`src/rtl/keypad_scan_decoder.sv`:
```
// keypad_scan_decoder: scans a 4x3 matrix keypad (0-9, '*', '#'), debounces
// presses and releases, and emits one key code per debounced press.
// Optional feature macro: KEY_REPEAT_EN (auto-repeat pulses while a key is held).
// Ports:
//   clk        system clock
//   rst_n      asynchronous active-low reset
//   col_in     keypad columns, active-low, asynchronous to clk
//   row_out    keypad row drive, active-low one-hot
//   key_code   decoded key (0-9, 10='*', 11='#'); holds the last value
//   key_valid  1-clk pulse, key_code valid in the same cycle
//   key_held   high while a debounced key is held down
module keypad_scan_decoder #(
  parameter int unsigned SCAN_DIV       = 1000,
  parameter int unsigned DEBOUNCE_SCANS = 4,
  parameter int unsigned REPEAT_SCANS   = 200
) (
  input  logic       clk,
  input  logic       rst_n,
  input  logic [2:0] col_in,
  output logic [3:0] row_out,
  output logic [3:0] key_code,
  output logic       key_valid,
  output logic       key_held
);

  localparam int unsigned DIV_W = (SCAN_DIV > 2) ? $clog2(SCAN_DIV) : 1;
  localparam int unsigned DB_W  = 4;
  localparam logic [DB_W-1:0] DB_TARGET = DB_W'(DEBOUNCE_SCANS);
`ifdef KEY_REPEAT_EN
  localparam int unsigned REP_W = $clog2(REPEAT_SCANS + 1);
  localparam logic [REP_W-1:0] REP_TARGET = REP_W'(REPEAT_SCANS);
`endif

  // Reject unusable parameter combinations at elaboration.
  if (SCAN_DIV < 2 || DEBOUNCE_SCANS < 1 || DEBOUNCE_SCANS > 15 || REPEAT_SCANS < 1)
  begin : g_param_check
    $error("keypad_scan_decoder: parameter out of range");
  end

  typedef enum logic [1:0] {
    SCAN     = 2'd0,
    DEBOUNCE = 2'd1,
    PRESSED  = 2'd2,
    RELEASE  = 2'd3
  } state_t;

  state_t            state, state_d;
  logic [2:0]        col_m, col_s;
  logic [DIV_W-1:0]  div_cnt;
  logic              tick;
  logic [DB_W-1:0]   db_cnt, db_d;
  logic [1:0]        key_row, key_row_d;
  logic [1:0]        key_col, key_col_d;
  logic [3:0]        row_d;
  logic [3:0]        code_d;
  logic              valid_d;
  logic              held_d;
  logic              one_low;
  logic              all_high;
  logic [1:0]        col_idx;
  logic [1:0]        row_idx;
  logic [3:0]        row_rot;
`ifdef KEY_REPEAT_EN
  logic [REP_W-1:0]  rep_cnt, rep_d;
`endif

  // Map a (row, column) position to its key code.
  function automatic logic [3:0] decode(input logic [1:0] r, input logic [1:0] c);
    logic [3:0] r4;
    logic [3:0] code;
    r4 = {2'b00, r};
    if (r == 2'd3) begin
      case (c)
        2'd0:    code = 4'd10;
        2'd1:    code = 4'd0;
        default: code = 4'd11;
      endcase
    end else begin
      code = r4 + r4 + r4 + {2'b00, c} + 4'd1;
    end
    return code;
  endfunction

  // Two-flop synchroniser; idle columns read high through the pull-ups.
  always_ff @(posedge clk or negedge rst_n) begin
    if (!rst_n) begin
      col_m <= 3'b111;
      col_s <= 3'b111;
    end else begin
      col_m <= col_in;
      col_s <= col_m;
    end
  end

  // Scan tick divider.
  assign tick = (div_cnt == DIV_W'(SCAN_DIV - 1));

  always_ff @(posedge clk or negedge rst_n) begin
    if (!rst_n) begin
      div_cnt <= '0;
    end else if (tick) begin
      div_cnt <= '0;
    end else begin
      div_cnt <= div_cnt + DIV_W'(1);
    end
  end

  // Column pattern classification and current row index.
  always_comb begin
    one_low = 1'b1;
    col_idx = 2'd0;
    case (col_s)
      3'b110:  col_idx = 2'd0;
      3'b101:  col_idx = 2'd1;
      3'b011:  col_idx = 2'd2;
      default: one_low = 1'b0;
    endcase
    all_high = (col_s == 3'b111);
    case (row_out)
      4'b1101: row_idx = 2'd1;
      4'b1011: row_idx = 2'd2;
      4'b0111: row_idx = 2'd3;
      default: row_idx = 2'd0;
    endcase
  end

  assign row_rot = {row_out[2:0], row_out[3]};

  // State and output registers.
  always_ff @(posedge clk or negedge rst_n) begin
    if (!rst_n) begin
      state     <= SCAN;
      row_out   <= 4'b1110;
      db_cnt    <= '0;
      key_row   <= 2'd0;
      key_col   <= 2'd0;
      key_code  <= 4'd0;
      key_valid <= 1'b0;
      key_held  <= 1'b0;
`ifdef KEY_REPEAT_EN
      rep_cnt   <= '0;
`endif
    end else begin
      state     <= state_d;
      row_out   <= row_d;
      db_cnt    <= db_d;
      key_row   <= key_row_d;
      key_col   <= key_col_d;
      key_code  <= code_d;
      key_valid <= valid_d;
      key_held  <= held_d;
`ifdef KEY_REPEAT_EN
      rep_cnt   <= rep_d;
`endif
    end
  end

  // Next-state and output logic; everything holds between ticks.
  always_comb begin
    state_d   = state;
    row_d     = row_out;
    db_d      = db_cnt;
    key_row_d = key_row;
    key_col_d = key_col;
    code_d    = key_code;
    valid_d   = 1'b0;
    held_d    = key_held;
`ifdef KEY_REPEAT_EN
    rep_d     = rep_cnt;
`endif
    if (tick) begin
      case (state)
        SCAN: begin
          // Zero or multiple low columns (ghosting) keep the scan moving.
          if (one_low) begin
            key_row_d = row_idx;
            key_col_d = col_idx;
            if (DEBOUNCE_SCANS == 1) begin
              code_d  = decode(row_idx, col_idx);
              valid_d = 1'b1;
              held_d  = 1'b1;
              db_d    = '0;
              state_d = PRESSED;
            end else begin
              db_d    = DB_W'(1);
              state_d = DEBOUNCE;
            end
          end else begin
            row_d = row_rot;
          end
        end
        DEBOUNCE: begin
          if (one_low && (col_idx == key_col)) begin
            db_d = db_cnt + DB_W'(1);
            if ((db_cnt + DB_W'(1)) == DB_TARGET) begin
              code_d  = decode(key_row, key_col);
              valid_d = 1'b1;
              held_d  = 1'b1;
              state_d = PRESSED;
            end
          end else begin
            db_d    = '0;
            row_d   = row_rot;
            state_d = SCAN;
          end
        end
        PRESSED: begin
          // Anything but all-high (including a second key) counts as still pressed.
          if (all_high) begin
            if (DEBOUNCE_SCANS == 1) begin
              held_d  = 1'b0;
              db_d    = '0;
              row_d   = row_rot;
              state_d = SCAN;
`ifdef KEY_REPEAT_EN
              rep_d   = '0;
`endif
            end else begin
              db_d    = DB_W'(1);
              state_d = RELEASE;
            end
          end else begin
`ifdef KEY_REPEAT_EN
            if ((rep_cnt + REP_W'(1)) == REP_TARGET) begin
              valid_d = 1'b1;
              rep_d   = '0;
            end else begin
              rep_d   = rep_cnt + REP_W'(1);
            end
`endif
          end
        end
        RELEASE: begin
          if (all_high) begin
            db_d = db_cnt + DB_W'(1);
            if ((db_cnt + DB_W'(1)) == DB_TARGET) begin
              held_d  = 1'b0;
              db_d    = '0;
              row_d   = row_rot;
              state_d = SCAN;
`ifdef KEY_REPEAT_EN
              rep_d   = '0;
`endif
            end
          end else begin
            state_d = PRESSED;
          end
        end
        default: state_d = SCAN;
      endcase
    end
  end

endmodule

```
`config.mk`:
```
export PLATFORM = sky130hd
export DESIGN_NAME = keypad_scan_decoder
export DESIGN_NICKNAME = d
export VERILOG_FILES = /design/src/rtl/keypad_scan_decoder.sv
export SDC_FILE = /design/constraint.sdc
export NUM_CORES = 1
export LEC_CHECK = 0
export ABC_AREA = 1
export CAP_MARGIN = 20
export CORE_AREA = 4 4 57 84
export DETAILED_ROUTE_END_ITERATION = 8
export DIE_AREA = 0 0 61 88
export PLACE_DENSITY = 0.65
export SETUP_SLACK_MARGIN = 0.4
export SYNTH_ARGS = -nofsm -noshare
export SYNTH_HDL_FRONTEND = slang
export SYNTH_SLANG_ARGS = --single-unit
```
`constraint.sdc`:
```
create_clock -name clk -period 2.44 [get_ports clk]
set_input_delay 0.488 -clock clk [delete_from_list [all_inputs] [get_ports clk]]
set_output_delay 0.488 -clock clk [all_outputs]
set_load 0.005 [all_outputs]
```
==> impl_metrics.env, run 1 <==
export IMPL_status="finished clean"
export IMPL_via_per_inst=4.973
export IMPL_gp_congestion=0.7773
export IMPL_cp_num_cells=1
export IMPL_maxCapViolCount=0
export IMPL_cp_startpoint="row_out[3]"
export IMPL_io_pins=15
export IMPL_fp_dieH_um=88
export IMPL_n_antenna_cell=0
export IMPL_slew_headroom_pct=69.87
export IMPL_gr_total_overflow=0
export IMPL_synth_cells=223
export IMPL_synth_mux_area_share_pct=0
export IMPL_synthFlopType="dfrtp_1"
export IMPL_placementRows=28
export IMPL_syn_avg_cell_area_um2=8.758
export IMPL_power_density_nw_per_um2=501.1
export IMPL_endpoint="row_out[3]"
export IMPL_synth_edff_count=0
export IMPL_place_hpwl_mm=2.596
export IMPL_crit_chain="clkdlybuf4s50_1"
export IMPL_endpoint_kind="primary output"
export IMPL_fill_cells=369
export IMPL_synthAdderAreaFrac_pct=5.253
export IMPL_ys_top_cells_by_count="nand2_1 (54), inv_1 (29), dfrtp_1 (27)"
export IMPL_worst_slew_pin_slew_ps=452.0
export IMPL_min_period_ps=1874
export IMPL_drive_gt1_share_pct=19.92
export IMPL_min_path_type="flip-flop to flip-flop"
export IMPL_power_leakage_nw=1.127
export IMPL_cpPeakStageDelay_ps=580
export IMPL_synthArstFlopShare_pct=100.0
export IMPL_grtUsageTotal_pct=16.30
export IMPL_drt_iter0_drc=20
export IMPL_cts_path_max_buffers=2
export IMPL_crit_buf_inv=1
export IMPL_setup_violations=0
export IMPL_h_tree_depth=2
export IMPL_grt_pass1_wl_mm=6.423
export IMPL_yosys_top_cells_area="dfrtp_1 (35%), dfstp_2 (12%), nand2_1 (10%)"
export IMPL_syn_to_final_growth_pct=16.27
export IMPL_hold_buffers=0
export IMPL_yosysTopAreaCellShare_pct=34.59
export IMPL_total_power_w=0.001138
export IMPL_clk_latency_ps=300
export IMPL_r2r_slack_ps=570
export IMPL_finalCritPeriodShare_pct=76.80
export IMPL_synthSimpleGateAreaFrac_pct=33.95
export IMPL_ir_worst_vdd_uv=365.2
export IMPL_design_core_area_um2=3994
export IMPL_r2r_cells=5
export IMPL_critPathMaxFanout=5
export IMPL_via_count=1447
export IMPL_cp_top_family="flip-flops"
export IMPL_path_class="flip-flop to primary output"
export IMPL_cts_tree="built"
export IMPL_seq_area_frac_synth_pct=46.70
export IMPL_path_clk_slew_ps=70
export IMPL_numPortBuffers=14
export IMPL_r2r_start="key_row[1]"
export IMPL_rsz0062_at_grt="no"
export IMPL_drv_slew=0
export IMPL_synth_top_family_by_area="simple AND/OR/NAND/NOR gates"
export IMPL_clock_skew_ps=7.003
export IMPL_die_w_um=61
export IMPL_initial_utilization_pct=48.90
export IMPL_wl_mm=3.486
export IMPL_fin_tns_setup_ps=0
export IMPL_final_hold_viol_count=0
export IMPL_yosysWarnings=0
export IMPL_antenna_found_initial=0
export IMPL_avgRoutedWirePerCell_um=11.98
export IMPL_first_pass_iters=7
export IMPL_dieArea_um2=5368
export IMPL_ant_nets=0
export IMPL_synthDistinctLibCells=28
export IMPL_critical_path_required_ps=1950
export IMPL_synth_largest_area_cell="dfrtp_1"
export IMPL_netlist_area_um2=1953
export IMPL_synth_xor_area_share_pct=2.242
export IMPL_synth_nets=235
export IMPL_slowest_stage="dfstp_2"
export IMPL_synth_compound_area_share_pct=5.445
export IMPL_grt_pass1_vias=1465
export IMPL_crit_path_start_kind="flip-flop"
export IMPL_r2r_end="key_code[2]"
export IMPL_drc=0
export IMPL_arrival_ps=1390
export IMPL_ys_ff_latch=36
export IMPL_fmax_ghz=0.5337
export IMPL_final_nets=257
export IMPL_cts_sinks=36
export IMPL_yosysMostFrequentCell="nand2_1"
export IMPL_cts_root_buf="clkbuf_8"
export IMPL_grt_max_degree=37
export IMPL_numCtsBuffers=5
## report_power, final
| part | switching [W] | total [W] | internal [W] |
|---|---|---|---|
| logic | 0.0000283 | 0.0000429 | 0.0000146 |
| clock network | 0.000223 | 0.000484 | 0.000261 |
| registers | 0.00000549 | 0.000611 | 0.000606 |
| total | 0.000257 | 0.00114 | 0.000881 |
## worst reg2reg max path, delay by kind of cell (launching register included)
family / cells / cell delay (ps)
adder cells (fa/ha/maj): 3 / 1160
flip-flops: 1 / 440
AO/OA/AOI/OAI: 1 / 130
AND/OR/NAND/NOR: 1 / 50
## state kept, by name, indices dropped and copies added, names as in the netlist
register and flops:
col_s 3, state 2, key_code 4, div_cnt 10
key_valid 1, key_held 1, col_m 3, key_col 2
row_out 4, key_row 2, db_cnt 4
## routing by layer
| metal | wire [µm] | GRT usage, % | up-vias |
|---|---|---|---|
| met3 | 112 | 3.245 | 8 |
| met1 | 1482 | 18.22 | 668 |
| met4 | 87 | 9.073 | 0 |
| met2 | 1803 | 28.04 | 18 |
| li1 | - | - | 753 |
| met5 | 0 | 0 | - |
## how the worst min path moves through the flow
stage                     slack (ps)  depth (start not counted)      from        end
after floorplan                  190                          0     rst_n  db_cnt[0]
after global placement           350                          0  col_m[0]   col_s[0]
after detailed placement         350                          0  col_m[1]   col_s[1]
after CTS                        360                          0  col_m[1]   col_s[1]
after global routing             370                          0  col_m[1]   col_s[1]
final                            360                          0  col_m[1]   col_s[1]
## logic make-up (layout without fill, tap and decap cells)
kind of cell | Yosys count | in the layout
simple gates | 122 | 122
flops | 36 | 36
buf+inv | 33 | 56
compound gates | 20 | 20
fa+ha+maj | 7 | 7
xor+xnor | 5 | 5
## layout by cell type (no fill, tap or decap), drive strengths merged
| cell type | Yosys | routed |
|---|---|---|
| a21oi | 9 | 9 |
| buf | 1 | 2 |
| clkbuf | 0 | 6 |
| clkdlybuf4s50 | 0 | 14 |
| clkinv | 1 | 2 |
| clkinvlp | 0 | 1 |
| dfrtp | 27 | 27 |
| dfstp | 9 | 9 |
| fa | 2 | 2 |
| ha | 5 | 5 |
| inv | 31 | 31 |
| nand2 | 62 | 62 |
| nand3 | 22 | 22 |
| nand4 | 8 | 8 |
| nor2 | 26 | 26 |
| nor3 | 4 | 4 |
| o21a | 1 | 1 |
| o21ai | 10 | 10 |
| xnor2 | 1 | 1 |
| xor2 | 4 | 4 |
## area by class of cell
class | instances | area (µm²) | share of cell area (%)
clock buffers | 6 | 93.84 | 4.132
clock inverters | 2 | 12.51 | 0.5510
inverters | 32 | 120.1 | 5.289
multi-input cells | 154 | 920.9 | 40.55
flip-flops and latches | 36 | 912.1 | 40.17
well taps | 45 | 56.30 | 2.479
repair buffers | 16 | 155.1 | 6.832
## per-stage QoR
step / util (%) / instances / cell area (µm²) / hold slack (ps) / setup slack [ps]
after floorplan: - / 223 / 1953 / 192.4 / 655.8
after global placement: 54.07 / 283 / 2160 / 346.2 / 587.4
after detailed placement: 54.07 / 283 / 2160 / 346.8 / 576.0
after CTS: 56.74 / 291 / 2266 / 358.1 / 546.1
after global routing: 56.86 / 291 / 2271 / 368.6 / 437.0
final: 56.86 / 291 / 2271 / 356.4 / 566.2
## timing repair
action / in CTS / in global routing
setup endpoints to repair: 0 / 12
setup buffers: 0 / 0
resized for setup: 0 / 1
(Power assumes the default switching activity.)
==> run 2: changes to the inputs <==
==> constraint.sdc (replaced) <==
create_clock -name clk -period 1.8 [get_ports clk]
set_input_delay 0.36 -clock clk [delete_from_list [all_inputs] [get_ports clk]]
set_output_delay 0.36 -clock clk [all_outputs]
set_load 0.005 [all_outputs]
==> run 2 against run 1 <==
Net effect:
- routed wire length is 31% higher
- hold slack hardly changed
- first-iteration DRC count grew to 2.9 times the previous value
- total power is 46% higher
- global-route usage is 0.59 points higher
- via count is 16% higher
- setup slack worse by 560 ps
- utilization is 16 points higher
- combinational power is 140% higher
- register-to-register slack worse by 560 ps
- count of clock-buffer cells in the layout is 2 higher
==> impl_metrics.env, run 2 (synthesis results as in run 1) <==
export IMPL_numPortBuffers=14
export IMPL_placementRows=28
export IMPL_ir_worst_vdd_uv=514.5
export IMPL_via_count=1682
export IMPL_grt_pass1_vias=1560
export IMPL_path_clk_slew_ps=70
export IMPL_cts_tree="built"
export IMPL_io_pins=15
export IMPL_hold_buffers=0
export IMPL_path_class="flip-flop to flip-flop"
export IMPL_arrival_ps=2020
export IMPL_cts_sinks=36
export IMPL_avgRoutedWirePerCell_um=14.03
export IMPL_cts_path_max_buffers=2
export IMPL_drc=0
export IMPL_fmax_ghz=0.5570
export IMPL_status="finished clean"
export IMPL_largest_reg_flops=10
export IMPL_r2r_slack_ps=5
export IMPL_dieArea_um2=5368
export IMPL_wl_mm=4.574
export IMPL_die_w_um=61
export IMPL_drv_slew=0
export IMPL_cp_startpoint="key_col[1]"
export IMPL_cpMostUsedCell="fa_1"
export IMPL_final_nets=292
export IMPL_clk_latency_ps=300
export IMPL_fin_tns_setup_ps=0
export IMPL_n_antenna_cell=0
export IMPL_antenna_found_initial=0
export IMPL_dp_slack_ps=13.77
export IMPL_slew_headroom_pct=81.82
export IMPL_critPathMaxFanout=2
export IMPL_maxCapViolCount=0
export IMPL_setup_violations=0
export IMPL_crit_chain="fa_1, ha_2, fa_1, nand2_1, o21ai_1"
export IMPL_drt_iter0_drc=57
export IMPL_slowest_stage="fa_1"
export IMPL_finalCritPeriodShare_pct=99.75
export IMPL_initial_utilization_pct=48.90
export IMPL_fin_area_um2=2893
export IMPL_endpoint_kind="flip-flop"
export IMPL_grt_max_degree=37
export IMPL_syn_to_final_growth_pct=48.11
export IMPL_critical_path_required_ps=2030
export IMPL_ant_nets=0
export IMPL_crit_path_start_kind="flip-flop"
export IMPL_fp_dieH_um=88
export IMPL_r2r_start="key_col[1]"
export IMPL_grt_pass1_wl_mm=6.589
export IMPL_via_per_inst=5.160
export IMPL_rsz0062_at_grt="yes"
export IMPL_place_hpwl_mm=2.723
export IMPL_final_hold_viol_count=0
export IMPL_h_tree_depth=2
export IMPL_power_density_nw_per_um2=575.0
export IMPL_placed_cell_area_um2=2208
export IMPL_final_cell_mix="nand2_1 (39), buf_4 (27), dfrtp_1 (25)"
export IMPL_hp_start="col_m[0]"
export IMPL_layout_setup_ws_ps=4.555
export IMPL_gr_total_overflow=0
export IMPL_min_period_ps=1795
export IMPL_regMostFlops="div_cnt"
export IMPL_design_core_area_um2=3994
export IMPL_numCtsBuffers=5
export IMPL_clock_skew_ps=10.27
export IMPL_final_common_cell="nand2_1"
export IMPL_power_leakage_nw=1.408
export IMPL_min_path_type="flip-flop to flip-flop"
export IMPL_cts_root_buf="clkbuf_8"
export IMPL_gp_congestion=0.7927
export IMPL_grtUsageTotal_pct=16.89
export IMPL_r2r_end="key_code[2]"
export IMPL_endpoint="key_code[2]"
export IMPL_r2r_cells=5
export IMPL_cpPeakStageDelay_ps=490
export IMPL_first_pass_iters=4
export IMPL_drive_gt1_share_pct=48.75
export IMPL_worst_slew_pin_slew_ps=271.8
run 2: how the worst min path moves through the flow:
stage	to	slack [ps]	cells after the start
final	col_s[0]	360	0
after global placement	col_s[2]	350	0
after CTS	col_s[0]	360	0
after global routing	col_s[2]	360	0
after detailed placement	col_s[0]	350	0
after floorplan	db_cnt[0]	60	0
run 2: area by class of cell:
type / count / area (µm²)
Multi-Input combinational cell: 154 / 1215
Fill cell: 291 / 1101
Sequential cell: 36 / 914.6
Timing Repair Buffer: 51 / 452.9
Inverter: 32 / 132.6
Clock buffer: 8 / 121.4
Tap cell: 45 / 56.30
run 2: routing by layer:
metal  global-route usage (%)  vias to the layer above  wire (µm)
li1                         -                      828          -
met4                    9.862                        0        146
met2                    29.41                       41       2577
met5                        0                        -          0
met1                    17.57                      799       1677
met3                    4.572                       14        173
run 2: power by group:
part | switching [W] | total [W] | internal (W)
clock | 0.000296 | 0.000728 | 0.000433
combinational | 0.0000582 | 0.000105 | 0.0000470
sequential | 0.00000821 | 0.000830 | 0.000821
run 2: repair_timing:
action / in CTS / in global routing
setup buffers: 20 / 12
setup endpoints to repair: 34 / 30
gates resized for setup: 49 / 56
pin swaps: 16 / 30
run 2: worst max-delay path, delay by kind of cell, from the launching register on:
kind	cells	cell delay, ps
fa+ha+maj	3	1160
simple gates	1	50
compound gates	1	110
flops	1	400
run 2: through the flow:
step | util (%) | total power (W) | hold slack [ps] | std cells
detailed placement | 55.29 | 0.0009078 | 347.2 | 286
finish | 72.43 | 0.001663 | 356.0 | 326
CTS | 65.95 | 0.001666 | 357.4 | 314
floorplan | - | 0.0008724 | 64.41 | 223
global route | 72.43 | 0.001727 | 362.4 | 326
global placement | 55.29 | 0.0009067 | 346.1 | 286
==> run 3: changes to the inputs <==
--- a/config.mk
+++ b/config.mk
@@ -7,10 +7,10 @@
 export LEC_CHECK = 0
 export ABC_AREA = 1
 export CAP_MARGIN = 20
-export CORE_AREA = 4 4 57 84
+export CORE_AREA = 4 4 78 62
 export DETAILED_ROUTE_END_ITERATION = 8
-export DIE_AREA = 0 0 61 88
-export PLACE_DENSITY = 0.65
+export DIE_AREA = 0 0 82 66
+export PLACE_DENSITY = 0.66
 export SETUP_SLACK_MARGIN = 0.4
 export SYNTH_ARGS = -nofsm -noshare
 export SYNTH_HDL_FRONTEND = slang
==> run 3 against run 2 <==
Net effect:
- sequential power is essentially flat
- count of clock-buffer cells in the layout shrank 3
- non-clock buffer count shrank 11
- clock power grew 0.7%
- final area shrank 3.0%
- via count shrank 2.7%
- combinational power shrank 8%
- critical path type unchanged
- critical path depth is the same
- die area grew 0.82%
- highest routed layer unchanged
==> impl_metrics.env, run 3 (synthesis results as in run 1) <==
export IMPL_grtUsageTotal_pct=17.98
export IMPL_path_clk_slew_ps=80
export IMPL_arrival_ps=2000
export IMPL_avgRoutedWirePerCell_um=12.92
export IMPL_slew_headroom_pct=78.97
export IMPL_regMostFlops="div_cnt"
export IMPL_numPortBuffers=14
export IMPL_dieArea_um2=5412
export IMPL_final_nets=281
export IMPL_cts_path_max_buffers=2
export IMPL_n_antenna_cell=0
export IMPL_first_pass_iters=4
export IMPL_endpoint_kind="flip-flop"
export IMPL_wl_mm=4.199
export IMPL_power_switching_w=0.0003803
export IMPL_r2r_slack_ps=20
export IMPL_stdcell_count=325
export IMPL_p_int_w=0.001281
export IMPL_clock_skew_ps=6.955
export IMPL_grt_max_degree=37
export IMPL_ir_worst_vdd_uv=493.3
export IMPL_final_common_cell="nand2_1"
export IMPL_r2r_cells=5
export IMPL_initial_utilization_pct=48.78
export IMPL_status="finished clean"
export IMPL_final_cell_mix="nand2_1 (32), dfrtp_1 (25), inv_1 (23)"
export IMPL_drive_gt1_share_pct=47.04
export IMPL_crit_path_start_kind="flip-flop"
export IMPL_numCtsBuffers=5
export IMPL_fmax_ghz=0.5618
export IMPL_design_core_area_um2=4004
export IMPL_grt_pass1_vias=1592
export IMPL_drc=0
export IMPL_grt_pass1_wl_mm=7.355
export IMPL_p_comb_share_pct=5.8
export IMPL_worst_slew_pin_slew_ps=314.3
export IMPL_power_density_nw_per_um2=591.9
export IMPL_min_period_ps=1780
export IMPL_cts_root_buf="clkbuf_8"
export IMPL_fp_dieH_um=66
export IMPL_cts_sinks=36
export IMPL_h_tree_depth=2
export IMPL_dp_cells=295
export IMPL_die_w_um=82
export IMPL_gr_total_overflow=0
export IMPL_drv_slew=0
export IMPL_gp_congestion=0.8033
export IMPL_power_leakage_nw=1.347
export IMPL_hold_buffers=0
export IMPL_placementRows=20
export IMPL_clk_latency_ps=290
export IMPL_antenna_found_initial=0
export IMPL_finalCritPeriodShare_pct=98.90
export IMPL_critical_path_required_ps=2020
export IMPL_min_path_type="flip-flop to flip-flop"
export IMPL_via_count=1636
export IMPL_setup_violations=0
export IMPL_switching_share_pct=22.89
export IMPL_path_class="flip-flop to flip-flop"
export IMPL_largest_reg_flops=10
export IMPL_place_hpwl_mm=2.665
export IMPL_drt_iter0_drc=71
export IMPL_hold_depth=0
export IMPL_total_power_w=0.001661
export IMPL_power_frac_clock_pct=44.1
export IMPL_ant_nets=0
export IMPL_critPathMaxFanout=2
export IMPL_fin_hold_ws_ps=358.0
export IMPL_io_pins=15
export IMPL_maxCapViolCount=0
export IMPL_syn_to_final_growth_pct=43.69
export IMPL_pwr_share_seq_pct=50.1
export IMPL_cts_tree="built"
export IMPL_final_hold_viol_count=0
export IMPL_via_per_inst=5.034
export IMPL_rsz0062_at_grt="yes"
run 3: changes by cell type in the layout (fill, tap and decap cells not counted), sizes merged:
cell and change:
buf -8, bufinv +1, clkbuf -6, clkinvlp +1
inv +1
run 3: worst max-delay path, stage by stage (launching register included):
cell and delay (ps):
dfrtp_1 400, fa_1 490, ha_2 190, fa_1 480, nand2_1 50, o21ai_1 110
run 3: metal layers:
| layer | wire (µm) | track usage (%) |
|---|---|---|
| met4 | 74 | 6.846 |
| met5 | 0 | 0 |
| met2 | 1903 | 25.91 |
| met3 | 207 | 5.177 |
| met1 | 2013 | 25.37 |
run 3: through the flow:
| stage | setup slack (ps) | cell area [µm²] | util, % | setup TNS [ps] |
|---|---|---|---|---|
| floorplan | 35.84 | 1973 | - | 0 |
| global placement | 59.59 | 2213 | 55.28 | 0 |
| detailed placement | 18.32 | 2213 | 55.28 | 0 |
| CTS | 4.283 | 2615 | 65.31 | 0 |
| global route | -53.93 | 2806 | 70.09 | -98.66 |
| finish | 19.86 | 2806 | 70.09 | 0 |
run 3: power groups by stage:
stage / logic, W / registers [W] / clock network [W]
6_report: 0.0000966 / 0.000832 / 0.000733
5_1_grt: 0.000106 / 0.000833 / 0.000802
4_1_cts: 0.0000827 / 0.000829 / 0.000753
3_5_place_dp: 0.0000643 / 0.000843 / 0
3_3_place_gp: 0.0000639 / 0.000843 / 0
2_1_floorplan: 0.0000304 / 0.000842 / 0
run 3: repair_timing:
action | CTS | global route
endpoints found under the setup margin | 37 | 29
endpoints found under the hold margin | 0 | 0
gates cloned | 0 | 0
resized for setup | 67 | 42
setup buffers | 16 | 6
pin swaps | 23 | 30
run 3: layout make-up:
class                   instances  area (µm²)
repair buffers                 40       357.8
well taps                      55       68.82
clock inverters                 3       46.29
flip-flops and latches         36       914.6
clock buffers                   5       68.82
multi-input cells             154        1217
inverters                      32       132.6
fillers                       306        1197
run 3: final timing paths:
path                                  from     endpoint
worst max-delay path            key_row[1]  key_code[2]
worst max register to register  key_row[1]  key_code[2]
max in group asynchronous            rst_n   row_out[2]
worst min-delay path              col_m[1]     col_s[1]
min in group asynchronous            rst_n   div_cnt[0]
worst min register to register    col_m[1]     col_s[1]
